$ cat src/rtl/fetch_queue.sv
// Instruction fetch queue between IF and ID: in-order circular buffer with PC stall back-pressure.
// Optional same-cycle empty-queue bypass enabled by defining FETCH_QUEUE_BYPASS_EN.
module fetch_queue #(
  parameter int WIDTH = 32,
  parameter int DEPTH = 4
) (
  input  logic                     clk,
  input  logic                     reset_n,
  input  logic                     enq_valid,
  input  logic [WIDTH-1:0]         enq_pc,
  input  logic [WIDTH-1:0]         enq_instr,
  output logic                     stall,
  output logic                     deq_valid,
  output logic [WIDTH-1:0]         deq_pc,
  output logic [WIDTH-1:0]         deq_instr,
  input  logic                     deq_ready,
  input  logic                     flush,
  output logic [$clog2(DEPTH):0]   count
);

  localparam int PW = $clog2(DEPTH);
  localparam int CW = PW + 1;

  logic [WIDTH-1:0] pc_mem    [DEPTH];
  logic [WIDTH-1:0] instr_mem [DEPTH];
  logic [PW-1:0]    rd_ptr_reg;
  logic [PW-1:0]    wr_ptr_reg;
  logic [CW-1:0]    count_reg;

  logic full;
  logic empty;
  logic bypass;
  logic do_enq;
  logic do_deq;

  assign full  = (count_reg == CW'(DEPTH));
  assign empty = (count_reg == '0);

`ifdef FETCH_QUEUE_BYPASS_EN
  // An empty queue with a ready consumer forwards the pair without storing it.
  assign bypass = empty && enq_valid && deq_ready && !flush;
`else
  assign bypass = 1'b0;
`endif

  assign do_enq = enq_valid && !full && !flush && !bypass;
  assign do_deq = !empty && deq_ready && !flush;

  always_ff @(posedge clk or negedge reset_n) begin
    if (!reset_n) begin
      for (int i = 0; i < DEPTH; i++) begin
        pc_mem[i]    <= '0;
        instr_mem[i] <= '0;
      end
    end else if (do_enq) begin
      pc_mem[wr_ptr_reg]    <= enq_pc;
      instr_mem[wr_ptr_reg] <= enq_instr;
    end
  end

  // Pointers wrap naturally because DEPTH is a power of two.
  always_ff @(posedge clk or negedge reset_n) begin
    if (!reset_n) begin
      rd_ptr_reg <= '0;
      wr_ptr_reg <= '0;
      count_reg  <= '0;
    end else if (flush) begin
      rd_ptr_reg <= '0;
      wr_ptr_reg <= '0;
      count_reg  <= '0;
    end else begin
      if (do_enq) wr_ptr_reg <= wr_ptr_reg + PW'(1);
      if (do_deq) rd_ptr_reg <= rd_ptr_reg + PW'(1);
      case ({do_enq, do_deq})
        2'b10:   count_reg <= count_reg + CW'(1);
        2'b01:   count_reg <= count_reg - CW'(1);
        default: count_reg <= count_reg;
      endcase
    end
  end

  always_comb begin
    deq_valid = !empty && !flush;
    deq_pc    = pc_mem[rd_ptr_reg];
    deq_instr = instr_mem[rd_ptr_reg];
    if (bypass) begin
      deq_valid = 1'b1;
      deq_pc    = enq_pc;
      deq_instr = enq_instr;
    end
  end

  assign stall = full;
  assign count = count_reg;

endmodule

$ cat config.mk
export PLATFORM = sky130hd
export DESIGN_NAME = fetch_queue
export DESIGN_NICKNAME = d
export VERILOG_FILES = /design/src/rtl/fetch_queue.sv
export SDC_FILE = /design/constraint.sdc
export NUM_CORES = 1
export LEC_CHECK = 0
export ABC_AREA = 1
export CAP_MARGIN = 40
export CORE_MARGIN = 2
export CORE_UTILIZATION = 55
export CTS_CLUSTER_DIAMETER = 50
export DETAILED_ROUTE_END_ITERATION = 10
export HOLD_SLACK_MARGIN = 0.05
export PLACE_DENSITY = 0.82
export SLEW_MARGIN = 5
export SYNTH_ARGS = -nofsm -noshare
export SYNTH_HDL_FRONTEND = slang
export SYNTH_SLANG_ARGS = --single-unit
$ cat constraint.sdc
create_clock -name clk -period 2.3 [get_ports clk]
set_input_delay 0.46 -clock clk [delete_from_list [all_inputs] [get_ports clk]]
set_output_delay 0.46 -clock clk [all_outputs]
set_load 0.005 [all_outputs]
# After elaboration in Yosys (flattened, before gate mapping)
# Cells that the tools add are included.
[word_totals] reg_bits=263 inputBits=69 elab_cells=52
[classes] add_sub_neg=4 magnitude_cmp=3 eq_ne=3 muxes=16 bitwise_logic=2 reduce_logical=13
[ops] operator="$bwmux 128" n=2
[ops] operator="$mux 32" n=5
[ops] operator="$bmux 32 s2" n=2
[ops] operator="$demux 32 s2" n=1
[ops] operator="$mux 2" n=4
[ops] operator="$ge 3x3->1 const B" n=2
[ops] operator="$logic_and 1x1->1" n=6
[ops] operator="$not 2->3" n=2
[ops] operator="$pmux 3 s2" n=1
[ops] operator="$add 2x1->2 const B" n=2
[ops] operator="$reduce_bool 2->1" n=2
[ops] operator="$add 3x1->3 const B" n=1
[ops] operator="$eq 3x3->1 const B" n=1
[ops] operator="$logic_not 1->1" n=3
[ops] operator="$logic_not 3->1" n=1
[ops] operator="$lt 3x1->1 const B" n=1
[ops] operator="$mux 3" n=1
[ops] operator="$reduce_bool 3->1" n=1
[ops] operator="$sub 3x1->3 const B" n=1
[ops] operator="$eq 2x1->1 const B" n=1
[ops] operator="$eq 2x2->1 const B" n=1

# Depth between registers and ports, before layout
# Gate-level depths: netlist of run 1.
[logic_depth] word_depth=7 depth_mapped=13

# Least setup slack after synthesis of run 1
# No wires, ideal clock.
[synth_timing] path_kind="register to register" startpoint="reg count_reg[1] (netlist: count[1])" endpoint="reg count_reg[2] (netlist: count[2])" setup_ns=0.116 arrival_time_ns=1.685 required_ns=2.184 slack_ns=0.499 stages_incl_launch_ff=14 path_buffers=0 synth_period_minus_slack_ns=1.801 cell_sequence="dfrtp_1 nor2_4 nand2_1 nand2_1 nor2_1 nand2_1 inv_1 fa_1 xnor2_1 inv_1 nand2_1 nand2_1 nand2_1 nand2_1"
[synth_between] elab_chain_cells=7 word_cells_on_any_way=15
[synth_rtl] item="from (decl)" line="28" rtl="logic [CW-1:0] count_reg;"
[synth_rtl] item="from (signal assigned)" line="75" rtl="2'b10: count_reg <= count_reg + CW'(1);"
[synth_rtl] item="from (signal assigned)" line="76" rtl="2'b01: count_reg <= count_reg - CW'(1);"
[synth_rtl] item="from (signal assigned)" line="77" rtl="default: count_reg <= count_reg;"
[synth_rtl] item="$eq 3x3->1 or $logic_not 3->1 (tied branches)" line="36, 37"
[synth_rtl] item="$logic_not 1->1, on equally long branches" line="46, 47"
[synth_rtl] item="$logic_and 1x1->1, on equally long branches (2 in series)" line="46, 47"
[synth_rtl] item="$eq 2x1->1 or $eq 2x2->1 (tied branches)" line="74" rtl="case ({do_enq, do_deq})"
[synth_rtl] item="$pmux 3 s2" line="74"
[synth_rtl] item="$mux 3" line="67" rtl="end else if (flush) begin"
# Several ways; a longest one is shown, not always the timed one.
# A chain may end at the register's enable or synchronous reset.

# Final worst setup path of run 1
[layout_timing] startpoint="reg rd_ptr_reg[0]" endpoint="out deq_instr[31]"
[layout_between] elab_chain_cells=4
[layout_rtl] item="from (decl)" line="26" rtl="logic [PW-1:0] rd_ptr_reg;"
[layout_rtl] item="from (signal assigned)" line="73" rtl="if (do_deq) rd_ptr_reg <= rd_ptr_reg + PW'(1);"
[layout_rtl] item="$not 2->3 (not written as such)" line="85" rtl="deq_instr = instr_mem[rd_ptr_reg];"
[layout_rtl] item="$bmux 32 s2" line="85"
[layout_rtl] item="$mux 32 (not written as such) (2 in series)" line="85"
[layout_rtl] item="to (decl)" line="15" rtl="output logic [WIDTH-1:0] deq_instr,"
# No other way between the ends. The select of a mux whose other input is x is not followed.

==> results of run 1 <==
-- path summary, 6_finish.rpt --
check                                            end  slack [ps]  cells past startpoint
min in group clk              pc_mem[71]$_DFFE_PN0P_         470                      2
hold / removal               pc_mem[113]$_DFFE_PN0P_         460                      2
max in group asynchronous  instr_mem[10]$_DFFE_PN0P_        1100                      3
setup reg to reg                count[2]$_DFFE_PN0P_         370                     13
hold reg to reg               pc_mem[71]$_DFFE_PN0P_         470                      2
setup / recovery                       deq_instr[31]        -100                      7
-- power breakdown --
group	leakage, nW	switching, mW	internal (mW)
registers	3.37	1.45	6.57
logic	3.75	4.56	4.11
clock network	0.491	1.88	2.92
total	7.61	7.89	13.6
-- metal layers --
layer / vias to the layer above / track usage (%)
li1: 4687 / -
met1: 5045 / 36.0
met2: 443 / 45.3
met3: 98 / 3.61
met4: 0 / 9.35
met5: - / 0
-- per-stage QoR --
| step | util (%) | setup slack [ps] | TNS, ps | std cells | instance area (µm²) |
|---|---|---|---|---|---|
| detailed placement | 63.6 | 56.6 | 0 | 1670 | 13900 |
| CTS | 71.0 | -119 | -3230 | 1750 | 15500 |
| floorplan | - | 499 | 0 | 1314 | 12300 |
| global route | 74.7 | -144 | -4530 | 1761 | 16400 |
| finish | 74.7 | -104 | -1030 | 1761 | 16400 |
| global placement | 63.6 | 121 | 0 | 1670 | 13900 |
-- cells in the final DEF (no fill, tap or decap), drive strengths merged --
| master | count |
|---|---|
| buf | 128 |
| dlymetal6s2s | 1 |
| clkinv | 5 |
| fa | 1 |
| nand2 | 283 |
| o21ai | 388 |
| dlygate4sd3 | 1 |
| clkinvlp | 1 |
| bufinv | 3 |
| a21boi | 1 |
| nand3 | 2 |
| clkbuf | 53 |
| nor2 | 130 |
| clkdlybuf4s50 | 71 |
| inv | 77 |
| ha | 4 |
| dfrtp | 263 |
| o22ai | 64 |
| xnor2 | 1 |
| a21oi | 4 |
-- repair_timing --
action	in CTS	in global routing
setup endpoints to repair	64	66
pin swaps	49	70
gates cloned	16	9
setup buffers	9	4
gates resized for setup	428	163
endpoints found under the hold margin	60	0
hold buffers	1	0
-- worst max-delay path: cells and delay by family, from the launching register on --
family                 cells  cell delay [ps]
AOI/OAI and AO/OA          2              290
DFF                        1              430
buffers and inverters      5              670
-- final cells by class --
| class | count | area [µm²] |
|---|---|---|
| sequential | 263 | 6590 |
| multi-input combinational | 878 | 5590 |
| fill | 1407 | 5540 |
| timing repair buffer | 210 | 2500 |
| clock buffer | 44 | 862 |
| tap | 280 | 350 |
| inverter | 75 | 310 |
| clock inverter | 10 | 139 |
| timing repair inverter | 1 | 11.3 |
-- cells by family (layout without fill, tap and decap cells) --
logic type / count (synthesis) / after routing / synth area share (%)
AOI/OAI and AO/OA: 457 / 457 / 24.4
adders and majority gates: 5 / 5 / 0.569
and+or+nand+nor: 415 / 415 / 13.0
xor gates and xnor gates: 1 / 1 / 0.0711
DFF: 263 / 263 / 53.4
buffers and inverters: 173 / 340 / 8.51
==> flow_summary.html, run 1 <==
<table>
<tr><th>Metric</th><th>Value</th></tr>
<tr><th colspan="2">Floorplan</th></tr>
<tr><td>Core Footprint</td><td>21900 µm²</td></tr>
<tr><td>Core Rows</td><td>54</td></tr>
<tr><td>Height of the die</td><td>154 µm</td></tr>
<tr><td>Number of top-level pins</td><td>138</td></tr>
<tr><td>Die outline area</td><td>23600 µm²</td></tr>
<tr><td>Chip Width</td><td>154 µm</td></tr>
<tr><td>Starting utilization of the core area</td><td>56.3%</td></tr>
<tr><th colspan="2">Placed design</th></tr>
<tr><td>DP Wirelength</td><td>17600 µm</td></tr>
<tr><td>Final RePlAce weighted congestion</td><td>0.824</td></tr>
<tr><td>IO buf count</td><td>137</td></tr>
<tr><th colspan="2">Clocking</th></tr>
<tr><td>CTS clock-pin slew for the worst setup and hold paths</td><td>60 ps</td></tr>
<tr><td>H-tree levels</td><td>1</td></tr>
<tr><td>TritonCTS clock tree</td><td>yes</td></tr>
<tr><td>Clock net sink count</td><td>263</td></tr>
<tr><td>Worst-Skew Late Latency</td><td>540 ps</td></tr>
<tr><td>Clock Path Buffers</td><td>3</td></tr>
<tr><td>Clock root buffer</td><td>clkbuf_16</td></tr>
<tr><td>TritonCTS Buffers</td><td>29</td></tr>
<tr><th colspan="2">Critical path</th></tr>
<tr><td>Maximum single-stage delay on the critical path</td><td>430 ps</td></tr>
<tr><td>Beginning of the worst register-to-register path</td><td>count[0]$_DFFE_PN0P_</td></tr>
<tr><td>Critical path required time</td><td>1840 ps</td></tr>
<tr><td>Worst setup path class</td><td>reg -&gt; out</td></tr>
<tr><td>Master of the slowest instance on the critical path</td><td>dfrtp_4</td></tr>
<tr><td>Sequence of cells on the critical path</td><td>buf_12 &gt; clkinv_16 &gt; buf_8 &gt; buf_16 &gt; o21ai_1 &gt; o22ai_1 &gt; buf_2</td></tr>
<tr><td>Critical Path Fanout Max</td><td>10</td></tr>
<tr><td>Nature of the critical path endpoint</td><td>output port</td></tr>
<tr><td>Launching instance or port of the critical path</td><td>rd_ptr_reg[0]$_DFFE_PN0P_</td></tr>
<tr><td>Startpoint class of the critical path</td><td>register</td></tr>
<tr><td>WP data arrival</td><td>1940 ps</td></tr>
<tr><th colspan="2">Global route</th></tr>
<tr><td>Number of antenna violations at the first check in global routing</td><td>0</td></tr>
<tr><td>Grt ovf</td><td>0</td></tr>
<tr><td>Global-route usage over all layers</td><td>26.9%</td></tr>
<tr><td>Via count of the first global-routing pass</td><td>10000</td></tr>
<tr><td>Global-route wire length before repair</td><td>51700 µm</td></tr>
<tr><td>Largest net degree at the start of global routing</td><td>66</td></tr>
<tr><th colspan="2">Synth</th></tr>
<tr><td>Post-synth design cell area</td><td>12300 µm²</td></tr>
<tr><td>Total of flip-flops plus latches after synthesis</td><td>263</td></tr>
<tr><td>Number of warning messages in the yosys log</td><td>0</td></tr>
<tr><td>Most frequent cell after synthesis</td><td>nand2_1</td></tr>
<tr><td>Fraction of synthesized cell area taken by the top area cell type</td><td>53.4%</td></tr>
<tr><td>Most used standard cells in the synthesized netlist</td><td>278 x nand2_1, 263 x dfrtp_1, 170 x o21ai_2</td></tr>
<tr><td>Leading post-synthesis cells by cell area</td><td>dfrtp_1 53%, o21ai_2 12%, nand2_1 8.5%</td></tr>
<tr><td>Post-synthesis cell type with the largest combined area</td><td>dfrtp_1</td></tr>
<tr><td>Number of different library cells in the post-synthesis netlist</td><td>25</td></tr>
<tr><td>Share of synthesized flip-flops with an asynchronous set or reset</td><td>100%</td></tr>
<tr><td>Syn_area_per_cell</td><td>9.37 µm²</td></tr>
<tr><td>Gate count after technology mapping</td><td>1314</td></tr>
<tr><td>Primary FF master, synth</td><td>dfrtp_1</td></tr>
<tr><td>Total nets after synthesis</td><td>1388</td></tr>
<tr><td>EDFF count, synth</td><td>0</td></tr>
<tr><td>Seq/Total Area, Yosys</td><td>53.4%</td></tr>
<tr><th colspan="2">Final layout</th></tr>
<tr><td>Fraction of layout instances using a drive strength above 1</td><td>34.7%</td></tr>
<tr><td>Final antenna diode count</td><td>0</td></tr>
<tr><td>Layout overhead on the synthesized area</td><td>32.8%</td></tr>
<tr><td>Final #Nets</td><td>1532</td></tr>
<tr><th colspan="2">STA</th></tr>
<tr><td>Setup violation total in the final timing report</td><td>45</td></tr>
<tr><td>Final number of hold-violating endpoints</td><td>0</td></tr>
<tr><td>Final-layout worst hold slack</td><td>457 ps</td></tr>
<tr><td>Maximum clock rate</td><td>0.416 GHz</td></tr>
<tr><td>Remaining max-slew budget at the tightest pin</td><td>62.7%</td></tr>
<tr><td>Unrepaired setup endpoints after global routing</td><td>yes</td></tr>
<tr><td>Shortest clock period the worst path allows after layout</td><td>2400 ps</td></tr>
<tr><td>Worst setup slack after layout</td><td>-104 ps</td></tr>
<tr><td>Slew @ Worst Pin</td><td>560 ps</td></tr>
<tr><td>Clock tree skew after final layout</td><td>9.68 ps</td></tr>
<tr><td>Number of max-slew violations in the final report</td><td>0</td></tr>
<tr><td>Share of the clock period used by the worst path after layout</td><td>105%</td></tr>
<tr><th colspan="2">Job</th></tr>
<tr><td>MaxCap Viol Count</td><td>0</td></tr>
<tr><th colspan="2">Drt</th></tr>
<tr><td>Uppermost metal layer occupied by signal nets</td><td>met4</td></tr>
<tr><td>Routed length on met2</td><td>17200 µm</td></tr>
<tr><td>Final wirelength</td><td>34400 µm</td></tr>
<tr><td>Average routed wire per standard cell</td><td>19.5 µm</td></tr>
<tr><td>Routed Antenna Nets</td><td>0</td></tr>
<tr><td>Vias per cell</td><td>5.83</td></tr>
<tr><td>Drc violations</td><td>0</td></tr>
<tr><td>DRC violation total after the first TritonRoute iteration</td><td>759</td></tr>
<tr><td>Via count</td><td>10300</td></tr>
<tr><td>Met1 Wirelength</td><td>13700 µm</td></tr>
<tr><td>Routed met3 length</td><td>2450 µm</td></tr>
<tr><td>1st-pass router iterations</td><td>7</td></tr>
<tr><th colspan="2">Pwr</th></tr>
<tr><td>Power density normalized to cell area</td><td>1310 nW/µm²</td></tr>
<tr><td>Total power</td><td>21.5 mW</td></tr>
<tr><td>Largest vdd supply drop</td><td>0.672 mV</td></tr>
<tr><td>Static leakage</td><td>7.61 nW</td></tr>
<tr><th colspan="2">Min path</th></tr>
<tr><td>Worst min-delay path class</td><td>in -&gt; async</td></tr>
<tr><th colspan="2">Run status</th></tr>
<tr><td>Violations in the final reports</td><td>negative setup slack</td></tr>
<tr><td>Outcome</td><td>finished with violations</td></tr>
</table>
(Power assumes the default switching activity.)
==> run 2: changes to the inputs <==
- TNS_END_PERCENT: default -> 1
==> run 2 against run 1 <==
  * Flip-flop and latch count is the same
  * The flow still finishes with violations (negative setup slack)
  * Critical endpoint is now deq_instr[19]
  * Core utilization shrank 2.0 points
  * Critical path type unchanged
  * Global-route usage shrank 0.073 points
  * First-iteration DRC count grew 9.4%
  * Clock-buffer cell count is the same
  * Largest power group unchanged
==> flow_summary.html, run 2 (synthesis gave the netlist of run 1 again) <==
<table>
<tr><th>Metric</th><th>Value</th></tr>
<tr><th colspan="2">STA</th></tr>
<tr><td>Worst setup slack after layout</td><td>-59.5 ps (was -104 ps)</td></tr>
<tr><td>Shortest clock period the worst path allows after layout</td><td>2360 ps (was 2400 ps)</td></tr>
<tr><td>Unrepaired setup endpoints after global routing</td><td>yes (unchanged)</td></tr>
<tr><td>Clock tree skew after final layout</td><td>8.72 ps (was 9.68 ps)</td></tr>
<tr><td>Slew @ Worst Pin</td><td>565 ps (was 560 ps)</td></tr>
<tr><td>Final-layout worst hold slack</td><td>449 ps (was 457 ps)</td></tr>
<tr><td>Number of max-slew violations in the final report</td><td>0 (unchanged)</td></tr>
<tr><td>Final total negative setup slack</td><td>-1140 ps (was -1030 ps)</td></tr>
<tr><td>Share of the clock period used by the worst path after layout</td><td>103% (was 105%)</td></tr>
<tr><td>Final number of hold-violating endpoints</td><td>0 (unchanged)</td></tr>
<tr><td>Maximum clock rate</td><td>0.424 GHz (was 0.416 GHz)</td></tr>
<tr><td>Setup violation total in the final timing report</td><td>40 (was 45)</td></tr>
<tr><td>Remaining max-slew budget at the tightest pin</td><td>62.3% (was 62.7%)</td></tr>
<tr><th colspan="2">Global route</th></tr>
<tr><td>Largest net degree at the start of global routing</td><td>66 (unchanged)</td></tr>
<tr><td>Global-route wire length before repair</td><td>51700 µm (about the same)</td></tr>
<tr><td>Via count of the first global-routing pass</td><td>10000 (about the same)</td></tr>
<tr><td>Global-route usage over all layers</td><td>26.8% (was 26.9%)</td></tr>
<tr><td>Number of antenna violations at the first check in global routing</td><td>0 (unchanged)</td></tr>
<tr><td>Grt ovf</td><td>0 (unchanged)</td></tr>
<tr><th colspan="2">Final layout</th></tr>
<tr><td>Layout overhead on the synthesized area</td><td>29.3% (was 32.8%)</td></tr>
<tr><td>Number of fill cells</td><td>1515 (was 1407)</td></tr>
<tr><td>Commonest cells after routing, fill and taps aside</td><td>278 x nand2_1, 258 x dfrtp_1, 209 x o21ai_2, 126 x o21ai_1, 100 x nor2_1 (was 278 x nand2_1, 258 x dfrtp_1, 208 x o21ai_2, 123 x o21ai_1, 84 x nor2_1)</td></tr>
<tr><td>Multi-input gate area in the final layout</td><td>5260 µm² (was 5590 µm²)</td></tr>
<tr><td>Final antenna diode count</td><td>0 (unchanged)</td></tr>
<tr><td>Post-route non-filler standard cell count</td><td>1756 (was 1761)</td></tr>
<tr><td>Final #Nets</td><td>1527 (was 1532)</td></tr>
<tr><td>Layout Utilization</td><td>72.7% (was 74.7%)</td></tr>
<tr><td>Storage cell area</td><td>6590 µm² (unchanged)</td></tr>
<tr><td>Most frequent standard cell in the layout excluding fill and tap cells</td><td>nand2_1 (unchanged)</td></tr>
<tr><td>Fraction of layout instances using a drive strength above 1</td><td>31.6% (was 34.7%)</td></tr>
<tr><th colspan="2">Floorplan</th></tr>
<tr><td>Chip Width</td><td>154 µm (unchanged)</td></tr>
<tr><td>Die outline area</td><td>23600 µm² (unchanged)</td></tr>
<tr><td>Height of the die</td><td>154 µm (unchanged)</td></tr>
<tr><td>Starting utilization of the core area</td><td>56.3% (unchanged)</td></tr>
<tr><td>Core Footprint</td><td>21900 µm² (unchanged)</td></tr>
<tr><td>Number of top-level pins</td><td>138 (unchanged)</td></tr>
<tr><td>Core Rows</td><td>54 (unchanged)</td></tr>
<tr><th colspan="2">Critical path</th></tr>
<tr><td>Worst setup path class</td><td>reg -&gt; out (unchanged)</td></tr>
<tr><td>Critical path required time</td><td>1840 ps (about the same)</td></tr>
<tr><td>WP data arrival</td><td>1900 ps (was 1940 ps)</td></tr>
<tr><td>Nature of the critical path endpoint</td><td>output port (unchanged)</td></tr>
<tr><td>Sequence of cells on the critical path</td><td>buf_12 &gt; inv_12 &gt; buf_16 &gt; o21ai_0 &gt; o22ai_2 &gt; buf_2 (was buf_12 &gt; clkinv_16 &gt; buf_8 &gt; buf_16 &gt; o21ai_1 &gt; o22ai_1 &gt; buf_2)</td></tr>
<tr><td>Critical Path Fanout Max</td><td>16 (was 10)</td></tr>
<tr><td>Startpoint class of the critical path</td><td>register (unchanged)</td></tr>
<tr><td>Master of the slowest instance on the critical path</td><td>dfrtp_4 (unchanged)</td></tr>
<tr><td>Maximum single-stage delay on the critical path</td><td>490 ps (was 430 ps)</td></tr>
<tr><th colspan="2">Clocking</th></tr>
<tr><td>Clock net sink count</td><td>263 (unchanged)</td></tr>
<tr><td>TritonCTS Buffers</td><td>29 (unchanged)</td></tr>
<tr><td>H-tree levels</td><td>1 (unchanged)</td></tr>
<tr><td>Clock Path Buffers</td><td>3 (unchanged)</td></tr>
<tr><td>CTS clock-pin slew for the worst setup and hold paths</td><td>60 ps (about the same)</td></tr>
<tr><td>Worst-Skew Late Latency</td><td>540 ps (about the same)</td></tr>
<tr><td>Clock root buffer</td><td>clkbuf_16 (unchanged)</td></tr>
<tr><td>TritonCTS clock tree</td><td>yes (unchanged)</td></tr>
<tr><th colspan="2">Min path</th></tr>
<tr><td>Worst min-delay path class</td><td>in -&gt; async (unchanged)</td></tr>
<tr><th colspan="2">Placed design</th></tr>
<tr><td>Final RePlAce weighted congestion</td><td>0.824 (unchanged)</td></tr>
<tr><td>DP Wirelength</td><td>17600 µm (unchanged)</td></tr>
<tr><td>DP Worst Slack</td><td>56.6 ps (unchanged)</td></tr>
<tr><td>Placed cell count</td><td>1670 (unchanged)</td></tr>
<tr><td>IO buf count</td><td>137 (unchanged)</td></tr>
<tr><th colspan="2">Drt</th></tr>
<tr><td>Drc violations</td><td>0 (unchanged)</td></tr>
<tr><td>Average routed wire per standard cell</td><td>18.8 µm (was 19.5 µm)</td></tr>
<tr><td>DRC violation total after the first TritonRoute iteration</td><td>830 (was 759)</td></tr>
<tr><td>Via count</td><td>10100 (was 10300)</td></tr>
<tr><td>1st-pass router iterations</td><td>5 (was 7)</td></tr>
<tr><td>Final wirelength</td><td>33100 µm (was 34400 µm)</td></tr>
<tr><td>Routed Antenna Nets</td><td>0 (unchanged)</td></tr>
<tr><td>Vias per cell</td><td>5.77 (was 5.83)</td></tr>
<tr><th colspan="2">Job</th></tr>
<tr><td>MaxCap Viol Count</td><td>0 (unchanged)</td></tr>
<tr><th colspan="2">Run status</th></tr>
<tr><td>Outcome</td><td>finished with violations (unchanged)</td></tr>
<tr><td>Violations in the final reports</td><td>negative setup slack (unchanged)</td></tr>
<tr><th colspan="2">Pwr</th></tr>
<tr><td>Largest vdd supply drop</td><td>0.663 mV (was 0.672 mV)</td></tr>
<tr><td>Switching Fraction</td><td>35.9% (was 36.7%)</td></tr>
<tr><td>Power density normalized to cell area</td><td>1310 nW/µm² (about the same)</td></tr>
<tr><td>Internal Pwr Total</td><td>13.3 mW (was 13.6 mW)</td></tr>
<tr><td>Sequential fraction of design power</td><td>38.0% (was 37.3%)</td></tr>
<tr><td>Portion of total power attributed to combinational logic</td><td>39.1% (was 40.3%)</td></tr>
<tr><td>Relative contribution of the clock network to total power</td><td>23.0% (was 22.3%)</td></tr>
<tr><td>P_sw</td><td>7.48 mW (was 7.89 mW)</td></tr>
<tr><td>Static leakage</td><td>7.49 nW (was 7.61 nW)</td></tr>
</table>
==> run 2: cell count changes in the layout (fill, tap and decap cells not counted), sizes merged <==
cell and change:
buf -11, clkbuf +5, bufbuf +1, clkdlybuf4s50 +1, dlymetal6s2s -1
==> run 2: path summary, 6_finish.rpt <==
kind | start | endpoint | slack, ps | cells after the start
setup / recovery | rd_ptr_reg[0]$_DFFE_PN0P_ | deq_instr[19] | -60 | 6
hold / removal | reset_n | pc_mem[113]$_DFFE_PN0P_ | 450 | 2
setup reg to reg | count[1]$_DFFE_PN0P_ | count[2]$_DFFE_PN0P_ | 360 | 13
hold reg to reg | pc_mem[73]$_DFFE_PN0P_ | pc_mem[73]$_DFFE_PN0P_ | 480 | 2
max in group asynchronous | reset_n | pc_mem[118]$_DFFE_PN0P_ | 1080 | 3
min in group clk | pc_mem[73]$_DFFE_PN0P_ | pc_mem[73]$_DFFE_PN0P_ | 480 | 2
==> run 2: per-layer routing <==
layer | up-vias | track usage (%) | share of wire [%]
met5 | - | 0 | 0
met4 | 0 | 8.13 | 2.6
met3 | 73 | 3.75 | 6.6
met2 | 412 | 45.4 | 50
met1 | 4982 | 36.2 | 41
li1 | 4667 | - | -
==> run 2: power by group through the flow <==
stage          clock [mW]  sequential (mW)  combinational, mW
3_3_place_gp            0             7.57               6.82
2_1_floorplan           0             7.35               4.25
3_5_place_dp            0             7.65               7.03
4_1_cts              4.83             7.71               7.57
5_1_grt              5.05             8.11               8.88
6_report             4.78             7.91               8.14
==> run 2: cell type report <==
cell class	count	area share [%]
clock inverter	10	0.872
clock buffer	44	5.41
timing repair buffer	205	15.0
tap	280	2.20
multi-input combinational	878	33.0
sequential	263	41.4
inverter	75	1.95
timing repair inverter	1	0.102
==> run 2: critical path: cells and delay by family, from the launching register on <==
kind / cells / cell delay [ps]
buf+inv: 4 / 570
flops: 1 / 490
compound gates: 2 / 290
==> run 2: timing repair <==
action                                  4_1_cts  5_1_grt
gates cloned                                 16        8
pin swaps                                    45       45
endpoints found under the hold margin        60        0
buffers inserted                              9        0
hold buffers                                  1        0
endpoints found under the setup margin       64       66
gates resized for setup                     390      117
==> run 2: per-stage QoR <==
step | area (µm²) | power (mW)
2_1_floorplan | 12300 | 11.6
3_3_place_gp | 13900 | 14.4
3_5_place_dp | 13900 | 14.7
4_1_cts | 15500 | 20.1
5_1_grt | 15900 | 22.0
6_report | 15900 | 20.8
